$ cat src/rtl/encoder_8to3.sv
// Registered 8-to-3 priority encoder with valid and multi-hot flags.
// The winner is chosen from the highest or lowest set bit, selected by MSB_PRIORITY. Outputs are registered, so there is one cycle of latency.
module encoder_8to3 #(
    parameter bit MSB_PRIORITY = 1'b1
) (
    input  logic       clk,
    input  logic       rst_n,
    input  logic       en,
    input  logic [7:0] i_data,
    output logic [2:0] y,
    output logic       valid,
    output logic       multi
);

    logic [2:0] win;
    logic       any_set;
    logic       multi_set;
    logic [2:0] y_d, y_q;
    logic       valid_d, valid_q;
    logic       multi_d, multi_q;

    // The last match in scan order wins, so the scan direction sets the priority.
    always_comb begin
        win = 3'b000;
        if (MSB_PRIORITY) begin
            for (int k = 0; k < 8; k++) begin
                if (i_data[k]) win = 3'(k);
            end
        end else begin
            for (int k = 7; k >= 0; k--) begin
                if (i_data[k]) win = 3'(k);
            end
        end
    end

    assign any_set   = |i_data;
    assign multi_set = |(i_data & (i_data - 8'd1));

    always_comb begin
        y_d     = y_q;
        valid_d = valid_q;
        multi_d = multi_q;
        if (en) begin
            y_d     = any_set ? win : 3'b000;
            valid_d = any_set;
            multi_d = multi_set;
        end
    end

    always_ff @(posedge clk or negedge rst_n) begin
        if (!rst_n) begin
            y_q     <= 3'b000;
            valid_q <= 1'b0;
            multi_q <= 1'b0;
        end else begin
            y_q     <= y_d;
            valid_q <= valid_d;
            multi_q <= multi_d;
        end
    end

    assign y     = y_q;
    assign valid = valid_q;
    assign multi = multi_q;

endmodule

$ cat config.mk
export PLATFORM = sky130hd
export DESIGN_NAME = encoder_8to3
export DESIGN_NICKNAME = d
export VERILOG_FILES = /design/src/rtl/encoder_8to3.sv
export SDC_FILE = /design/constraint.sdc
export NUM_CORES = 1
export LEC_CHECK = 0
export ABC_AREA = 1
export CAP_MARGIN = 25
export CORE_AREA = 3 3 40 42
export DETAILED_ROUTE_END_ITERATION = 8
export DIE_AREA = 0 0 43 45
export HOLD_SLACK_MARGIN = 0.08
export PLACE_DENSITY = 0.53
export SETUP_SLACK_MARGIN = 0.05
export SLEW_MARGIN = 10
export SYNTH_ARGS = -nofsm -noshare
export SYNTH_HDL_FRONTEND = slang
export SYNTH_SLANG_ARGS = --single-unit
$ cat constraint.sdc
create_clock -name clk -period 1.9 [get_ports clk]
set_input_delay 0.285 -clock clk [delete_from_list [all_inputs] [get_ports clk]]
set_output_delay 0.285 -clock clk [all_outputs]
set_load 0.01 [all_outputs]
Yosys cells after proc, flatten, opt, wreduce, memory -nomap -nowiden
Cells that the tools add are included.

Flip-flop bits (word level): 5. Output and inout bits: 5. Input port bits: 11.

Mux-type cells: 8. Bitwise gates (word level): 1. $add $sub $neg: 1. Reductions and logical operators: 2.

Operators with widths (count): $mux 3 (6); $reduce_or 8->1 (2); $and 8x8->8 (1); $sub 8x1->8 const B (1); $mux 2 (1); $mux 1 (1).

Longest topological paths before layout
Gate-level depths: netlist (run 1).

Word-level depth: 8. Depth in mapped cells: 6.

Worst setup path after synthesis (run 1)
OpenSTA, ideal clock, no wires.

Kind: input -> register. Start point: in i_data[1]. End point: reg multi_q, in the netlist multi. Stages: 6. Data required time: 1783 ps. Data arrival time: 730 ps. Library setup time: 117 ps. Path slack: 1053 ps. Path buffers: 0. Path through: nor2_2 -> nand2_2 -> o21ai_2 -> inv_1 -> nor2_1 -> nor2_1.

Longest elaborated chain between the ends: 3.

RTL lines: start, declared (line 9) `input logic [7:0] i_data,`; $sub 8x1->8 (line 37) `assign multi_set = |(i_data & (i_data - 8'd1));`; $and 8x8->8 * (line 37); $reduce_or 8->1 * (line 37); end signal, assigned (line 58) `multi_q <= multi_d;`; end, declared (line 20) `logic multi_d, multi_q;`.

Every way passes the cells marked *; elsewhere a longest branch is shown, timed or not. A chain may end at the register's enable or synchronous reset.

Worst setup path after layout (run 1)
Start point: reg multi_q, in the netlist multi. End point: out multi.

RTL lines: end, declared (line 12) `output logic multi`.

No word-level cell between the ends.

==> results.ini, run 1 <==
[worst_setup_path]
critPathTopFamily=buffers and inverters
cp_slowest_stage_delay_ps=540
path_cells=clkdlybuf4s50_1
crit_type=reg2out
endpoint_kind=output port
worstPathBufferInverterCount=1
worstPathArrival_ps=1130
required_ps=1620
start_kind=flip-flop
cp_slowest_cell=clkdlybuf4s50_1
path_max_fanout=2

[hold_path]
hp-class=in2async

[global_route]
grt_pass1_wl_um=1240
grt_pass1_vias=327
track_usage_pct=8.45
grt_max_degree=7
antenna_found_initial=0
grt_overflow=0

[timing]
setup_tns_ps=0
whs_ps=262
slew_headroom_pct=85.5
finalClockSkew_ps=0
tightest_slew_ps=218
slew_viol_final=0
finalCriticalPeriod_ps=1410
final-setup-viol-count=0
hold_violations=0
rsz0062_at_grt=false
max_freq_mhz=708
period_share_pct=74.4

[clock_tree]
cts_max_path_buffers=2
cts_root_buf=clkbuf_4
post_cts_resized=0
clkSinkCount=5
cts_made_buffers=3
postCtsHoldBufs=0
htree_levels=1
cts_setup_buffers=0
clk_latency_ps=240
clk_pin_slew_ps=40
cts_tree=built

[detailed_routing]
dr.pass1.iters=3
vias_per_cell=4.24
postRouteAntennaNets=0
drcViolationCount=0
wl_per_cell_um=8.72
wirelength_um=715
vias=348
drt_iter0_drc=4

[power_and_ir_drop]
leakage_nw=0.232
power_uw=315
power_density_nw_per_um2=597
ir_worst_vdd_mv=0.163

[layout]
num_antenna_cells=0
area_growth_pct=58.6
drive_above_1_share_pct=13.4
fin_nets=79

[synth]
synth_edf_count=0
synth_area_leaders=dfrtp_1, nand2_1, nor2_1
ys_warn_count=0
yosys-top-cells-count=nand2_1, nor2_1, dfrtp_1
synth-seq-cells=5
async_flop_share_pct=100
synth_ff_type=dfrtp_1
synth_fp_nets=59
synth.distinct_cells=15
synth_top_area_share_pct=37.6
syn_inst=48
yosys.area.top_type=dfrtp_1
yosysMostFrequentCell=nand2_1
seq_area_frac_synth_pct=37.6
avgSynthCellArea_um2=6.93
synth_area_um2=333

[floorplanning]
rows=13
die_x_um=43
initial_core_util_pct=25.9
dieArea_um2=1940
die_h_um=45
coreArea_um2=1280
io_pins=16

[placement]
place_congestion=0.700
dp_hpwl_um=604
port_buffers=15

[run_status]
status=complete, no violations

[run]
max_cap_violations=0

## power breakdown
part           switching [mW]  internal (mW)  total (mW)  leakage [nW]
clock network          0.0412         0.0793       0.120        0.0150
logic                  0.0345         0.0426      0.0771         0.165
registers             0.00374          0.114       0.117        0.0519
total                  0.0795          0.236       0.315         0.232
## logic make-up (layout without fill, tap and decap cells)
kind of cell	count (synthesis)	after routing	synth area share, %
DFF	5	5	37.6
buffers and inverters	4	23	4.51
AOI/OAI and AO/OA	7	7	13.5
and+or+nand+nor	32	32	44.4
## through the flow
step | area (um2) | util, % | instances | worst slack [ps]
after floorplan | 333 | - | 48 | 1050
after global placement | 502 | 39.0 | 78 | 489
after detailed placement | 502 | 39.0 | 78 | 488
after CTS | 528 | 41.1 | 82 | 475
after global routing | 528 | 41.1 | 82 | 443
final | 528 | 41.1 | 82 | 487
## flip-flops by register name, indices dropped and copies added (netlist names)
signal	flops
valid	1
y	3
multi	1
## placed cells by master, fill, tap and decap left out
master / instances
a21oi_1: 1
a21o_1: 1
nand2_1: 14
o21ai_0: 2
nand2_2: 1
nor2_2: 2
clkbuf_4: 3
a31oi_1: 1
inv_1: 4
o21bai_1: 1
or2_0: 1
clkbuf_1: 1
nand3_1: 2
o21ai_2: 1
dfrtp_1: 5
nor2_4: 2
nor2_1: 10
clkdlybuf4s50_1: 15
## final cells by class
| type | count | area, um2 |
|---|---|---|
| sequential | 5 | 125 |
| inverter | 4 | 15.0 |
| multi-input combinational | 39 | 193 |
| fill | 144 | 757 |
| timing repair buffer | 15 | 150 |
| tap | 15 | 18.8 |
| clock buffer | 4 | 26.3 |
## routing by layer
metal | track usage [%] | share of wire [%] | vias up
li1 | - | - | 191
met1 | 11.2 | 50 | 143
met2 | 12.9 | 41 | 14
met3 | 2.39 | 8.8 | 0
met4 | 3.61 | 0 | 0
met5 | 0 | 0 | -
## worst paths after layout
path / depth (start not counted) / start / end / slack, ps
max in group asynchronous: 1 / rst_n / y[0] / 1450
worst min-delay path: 1 / rst_n / y[1] / 260
worst max-delay path: 1 / multi / multi / 490
min in group clk: 1 / y[1] / y[1] / 480
worst max register to register: 1 / y[1] / y[1] / 1250
worst min register to register: 1 / y[1] / y[1] / 480
No activity file was read; power rests on OpenSTA's default activity.
==> inputs of run 2 (changes only) <==
Clock period 1.9 ns to 1.4 ns, I/O delays scaled along.
==> run 2 against run 1 <==
Net effect:
- sequential share of layout area fell by 0.55 points
- final cell count unchanged
- critical path type is now in2reg
- largest cell class unchanged
- non-clock buffer count unchanged
- wire length grew 1.8%
==> results.ini, run 2 (synthesis gave the netlist of run 1 again) <==
[clock_tree]
clkSinkCount=5
clk_pin_slew_ps=50
cts_tree=built
clk_latency_ps=240
cts_root_buf=clkbuf_4
cts_max_path_buffers=2
htree_levels=1
postCtsHoldBufs=0
cts_made_buffers=3

[layout]
utilization_pct=42.1
largest_reg_flops=3
fin_cells=82
num_antenna_cells=0
finalInstanceArea_um2=541
fin_nets=79
final_common_cell=nand2_1
drive_above_1_share_pct=13.4
n_fill_cell=138
area_growth_pct=62.4
mostFrequentLayoutCells=nand2_1, nor2_1, clkdlybuf4s50_1, dfrtp_1, dlymetal6s2s_1

[worst_setup_path]
path_max_fanout=4
r2r_slack_ps=750
crit_type=in2reg
worstPathArrival_ps=1230
endpoint_kind=flip-flop
start_kind=input pin
ff2ff_path_depth=1
required_ps=1530

[global_route]
track_usage_pct=9.29
grt_pass1_wl_um=1300
grt_max_degree=7
grt_util_met1_pct=10.0
grt_use_met2_pct=14.7
grt_pass1_vias=347
grt.busiest_layer=met2
antenna_found_initial=0
grt_overflow=0
use_met3_pct=2.39

[detailed_routing]
postRouteAntennaNets=0
drt_iter0_drc=5
vias_per_cell=4.40
wl_per_cell_um=8.88
drcViolationCount=0
wirelength_um=728
vias=361
dr.pass1.iters=3

[placement]
dp_cells=78
place_congestion=0.734
dp_hpwl_um=638
postPlaceCellArea_um2=502
port_buffers=15
dp_slack_ps=37.7

[power_and_ir_drop]
clkPwrFrac_pct=39.0
p_int_uw=317
comb_power_share_pct=24.0
ir_worst_vdd_mv=0.235
leakage_nw=0.256
power_density_nw_per_um2=792
swShare_pct=25.8
p_switching_uw=111
seqPwrFrac_pct=37.0

[floorplanning]
coreArea_um2=1280
die_h_um=45
io_pins=16
initial_core_util_pct=25.9
rows=13
die_x_um=43
dieArea_um2=1940

[timing]
setup_tns_ps=0
slew_headroom_pct=85.0
max_freq_mhz=913
setup_ws_ps=304
tightest_slew_ps=224
final-setup-viol-count=0
slew_viol_final=0
rsz0062_at_grt=false
finalClockSkew_ps=0
period_share_pct=78.3
finalCriticalPeriod_ps=1100
hold_violations=0

[run_status]
status=complete, no violations

[hold_path]
hp-class=in2async

[run]
max_cap_violations=0

## run 2: stage by stage
stage	hold WS, ps	power, mW
5_1_grt	206	0.458
2_1_floorplan	-85.6	0.201
3_5_place_dp	453	0.267
4_1_cts	190	0.444
6_report	187	0.428
3_3_place_gp	453	0.268
## run 2: area by class of cell
type | instances | area [um2] | area share (%)
Clock buffer | 4 | 26.3 | 4.86
Inverter | 4 | 15.0 | 2.78
Multi-Input combinational cell | 39 | 193 | 35.6
Sequential cell | 5 | 125 | 23.1
Tap cell | 15 | 18.8 | 3.47
Timing Repair Buffer | 15 | 163 | 30.1
## run 2: power by group through the flow
stage / registers (mW) / clock network, mW / logic [mW]
finish: 0.158 / 0.167 / 0.103
floorplan: 0.166 / 0 / 0.0355
global placement: 0.161 / 0 / 0.107
CTS: 0.159 / 0.178 / 0.107
global route: 0.160 / 0.182 / 0.116
detailed placement: 0.161 / 0 / 0.107
## run 2: per-layer routing
layer,routed length (um),up-vias
met3,85,2
met2,347,14
met4,4,0
li1,-,190
met5,0,-
met1,291,155
## run 2: worst max-delay path, cell delays in order
cell,delay [ps]
clkdlybuf4s50_1,490
nor2_1,180
nand2_1,70
nand2_1,70
nand3_1,70
nor2_1,90
nor2_1,40
## run 2: worst paths after layout
path	from	end
setup / recovery	i_data[7]	multi
hold / removal	rst_n	y[1]
setup reg to reg	y[1]	y[1]
hold reg to reg	valid	valid
max in group asynchronous	rst_n	y[0]
min in group clk	valid	valid
## run 2: repair_timing
| item | in CTS | in global routing |
|---|---|---|
| resized for setup | 0 | 5 |
| setup buffers | 0 | 0 |
| setup endpoints to repair | 0 | 5 |
==> inputs of run 3 (changes only) <==
Settings changed: PLACE_DENSITY 0.53 to 0.55.
Clock period 1.4 ns to 1 ns, I/O delays scaled along.
==> run 3 against run 2 <==
Net effect:
- non-clock buffer count is 7 higher
- register-to-register slack got worse by 490 ps
- final cell count rose by 8.5%
- first-iteration DRC count shrank 100%
- setup slack worse by 210 ps
- wire length increased by 4.8%
- die area is the same
- critical path depth decreased by 6
- highest routed layer unchanged
- via count is 6.4% higher
- cell area is 1.9% higher
- power is 40% higher
- sequential power up 41%
==> results.ini, run 3 (synthesis gave the netlist of run 1 again) <==
[power_and_ir_drop]
power_density_nw_per_um2=1090
p_int_uw=439
power_uw=598
seqPwrFrac_pct=37.1
ir_worst_vdd_mv=0.297
clkPwrFrac_pct=38.9
comb_power_share_pct=24.0
swShare_pct=26.5
leakage_nw=0.281
p_switching_uw=158

[worst_setup_path]
path_max_fanout=2
path_cells=buf_2
start_kind=flip-flop
cp_slowest_cell=dfrtp_1
path_depth=1
cp_slowest_stage_delay_ps=370
critPathTopFamily=flip-flops
worstPathArrival_ps=750
ff2ff_path_depth=3
worstPathBufferInverterCount=1
crit_type=reg2out
required_ps=850
endpoint_kind=output port

[global_route]
grt_pass1_vias=343
grt_util_met1_pct=11.2
grt_pass1_wl_um=1330
grt_max_degree=7
use_met3_pct=2.79
track_usage_pct=9.44
antenna_found_initial=0
grt_overflow=0
grt_use_met2_pct=14.4
grt.busiest_layer=met2

[detailed_routing]
dr.pass1.iters=1
postRouteAntennaNets=0
vias_per_cell=4.31
drcViolationCount=0
wl_per_cell_um=8.57
wirelength_um=763
vias=384
drt_iter0_drc=0

[layout]
largest_reg_flops=3
final_common_cell=nand2_1
multi_input_area_um2=195
num_antenna_cells=0
fin_nets=86
fin_cells=89
seqCellArea_um2=125
n_fill_cell=152
mostFrequentLayoutCells=nand2_1, nor2_1, dlygate4sd2_1, buf_4
drive_above_1_share_pct=29.7
utilization_pct=42.8
area_growth_pct=65.4

[clock_tree]
clkSinkCount=5
clk_latency_ps=240
htree_levels=1
clk_pin_slew_ps=40
postCtsHoldBufs=0
cts_max_path_buffers=2
cts_tree=built
cts_made_buffers=3
cts_root_buf=clkbuf_4

[timing]
tightest_slew_ps=235
finalCriticalPeriod_ps=903
slew_headroom_pct=84.3
hold_violations=0
rsz0062_at_grt=false
finalClockSkew_ps=0
slew_viol_final=0
final-setup-viol-count=0
max_freq_mhz=1110
whs_ps=135
period_share_pct=90.3

[placement]
dp_hpwl_um=625
port_buffers=15
dp_cells=84
place_congestion=0.691

[hold_path]
hp-class=in2async

[floorplanning]
rows=13
dieArea_um2=1940
die_h_um=45
io_pins=16
die_x_um=43
initial_core_util_pct=25.9
coreArea_um2=1280

[run]
max_cap_violations=0

[run_status]
status=complete, no violations

-- run 3: power by group through the flow --
stage	Sequential [mW]	Clock, mW	Combinational, mW
floorplan	0.232	0	0.0496
global placement	0.225	0	0.166
detailed placement	0.225	0	0.166
CTS	0.222	0.240	0.149
global route	0.224	0.247	0.163
finish	0.222	0.232	0.144
-- run 3: repair_timing --
item                                    4_1_cts  5_1_grt
resized for setup                            28        2
pin swaps                                     5        0
buffers inserted                              1        0
endpoints found under the setup margin        9        3
-- run 3: per-stage QoR --
step / setup TNS, ps / setup WS [ps] / instance area (um2)
2_1_floorplan: 0 / 288 / 333
3_3_place_gp: -1110 / -299 / 547
3_5_place_dp: -1100 / -301 / 547
4_1_cts: 0 / 9.83 / 554
5_1_grt: 0 / 55.2 / 551
6_report: 0 / 96.7 / 551
-- run 3: layout make-up --
cell class              instances  area share, %
clock buffers                   4           4.77
flip-flops and latches          5           22.7
repair buffers                 22           30.9
well taps                      15           3.41
inverters                       4           2.73
multi-input cells              39           35.5
-- run 3: final timing paths --
| kind | slack [ps] | end | start |
|---|---|---|---|
| max | 100 | y[0] | y[0] |
| min | 130 | y[2] | rst_n |
| max reg2reg | 260 | y[2] | y[2] |
| min reg2reg | 470 | y[1] | y[1] |
| max in group asynchronous | 670 | y[0] | rst_n |
| min in group clk | 180 | y[2] | en |
-- run 3: layer usage --
metal,share of wire [%],vias up
li1,-,202
met1,45,164
met2,42,16
met3,13,2
met4,0.52,0
met5,0,-
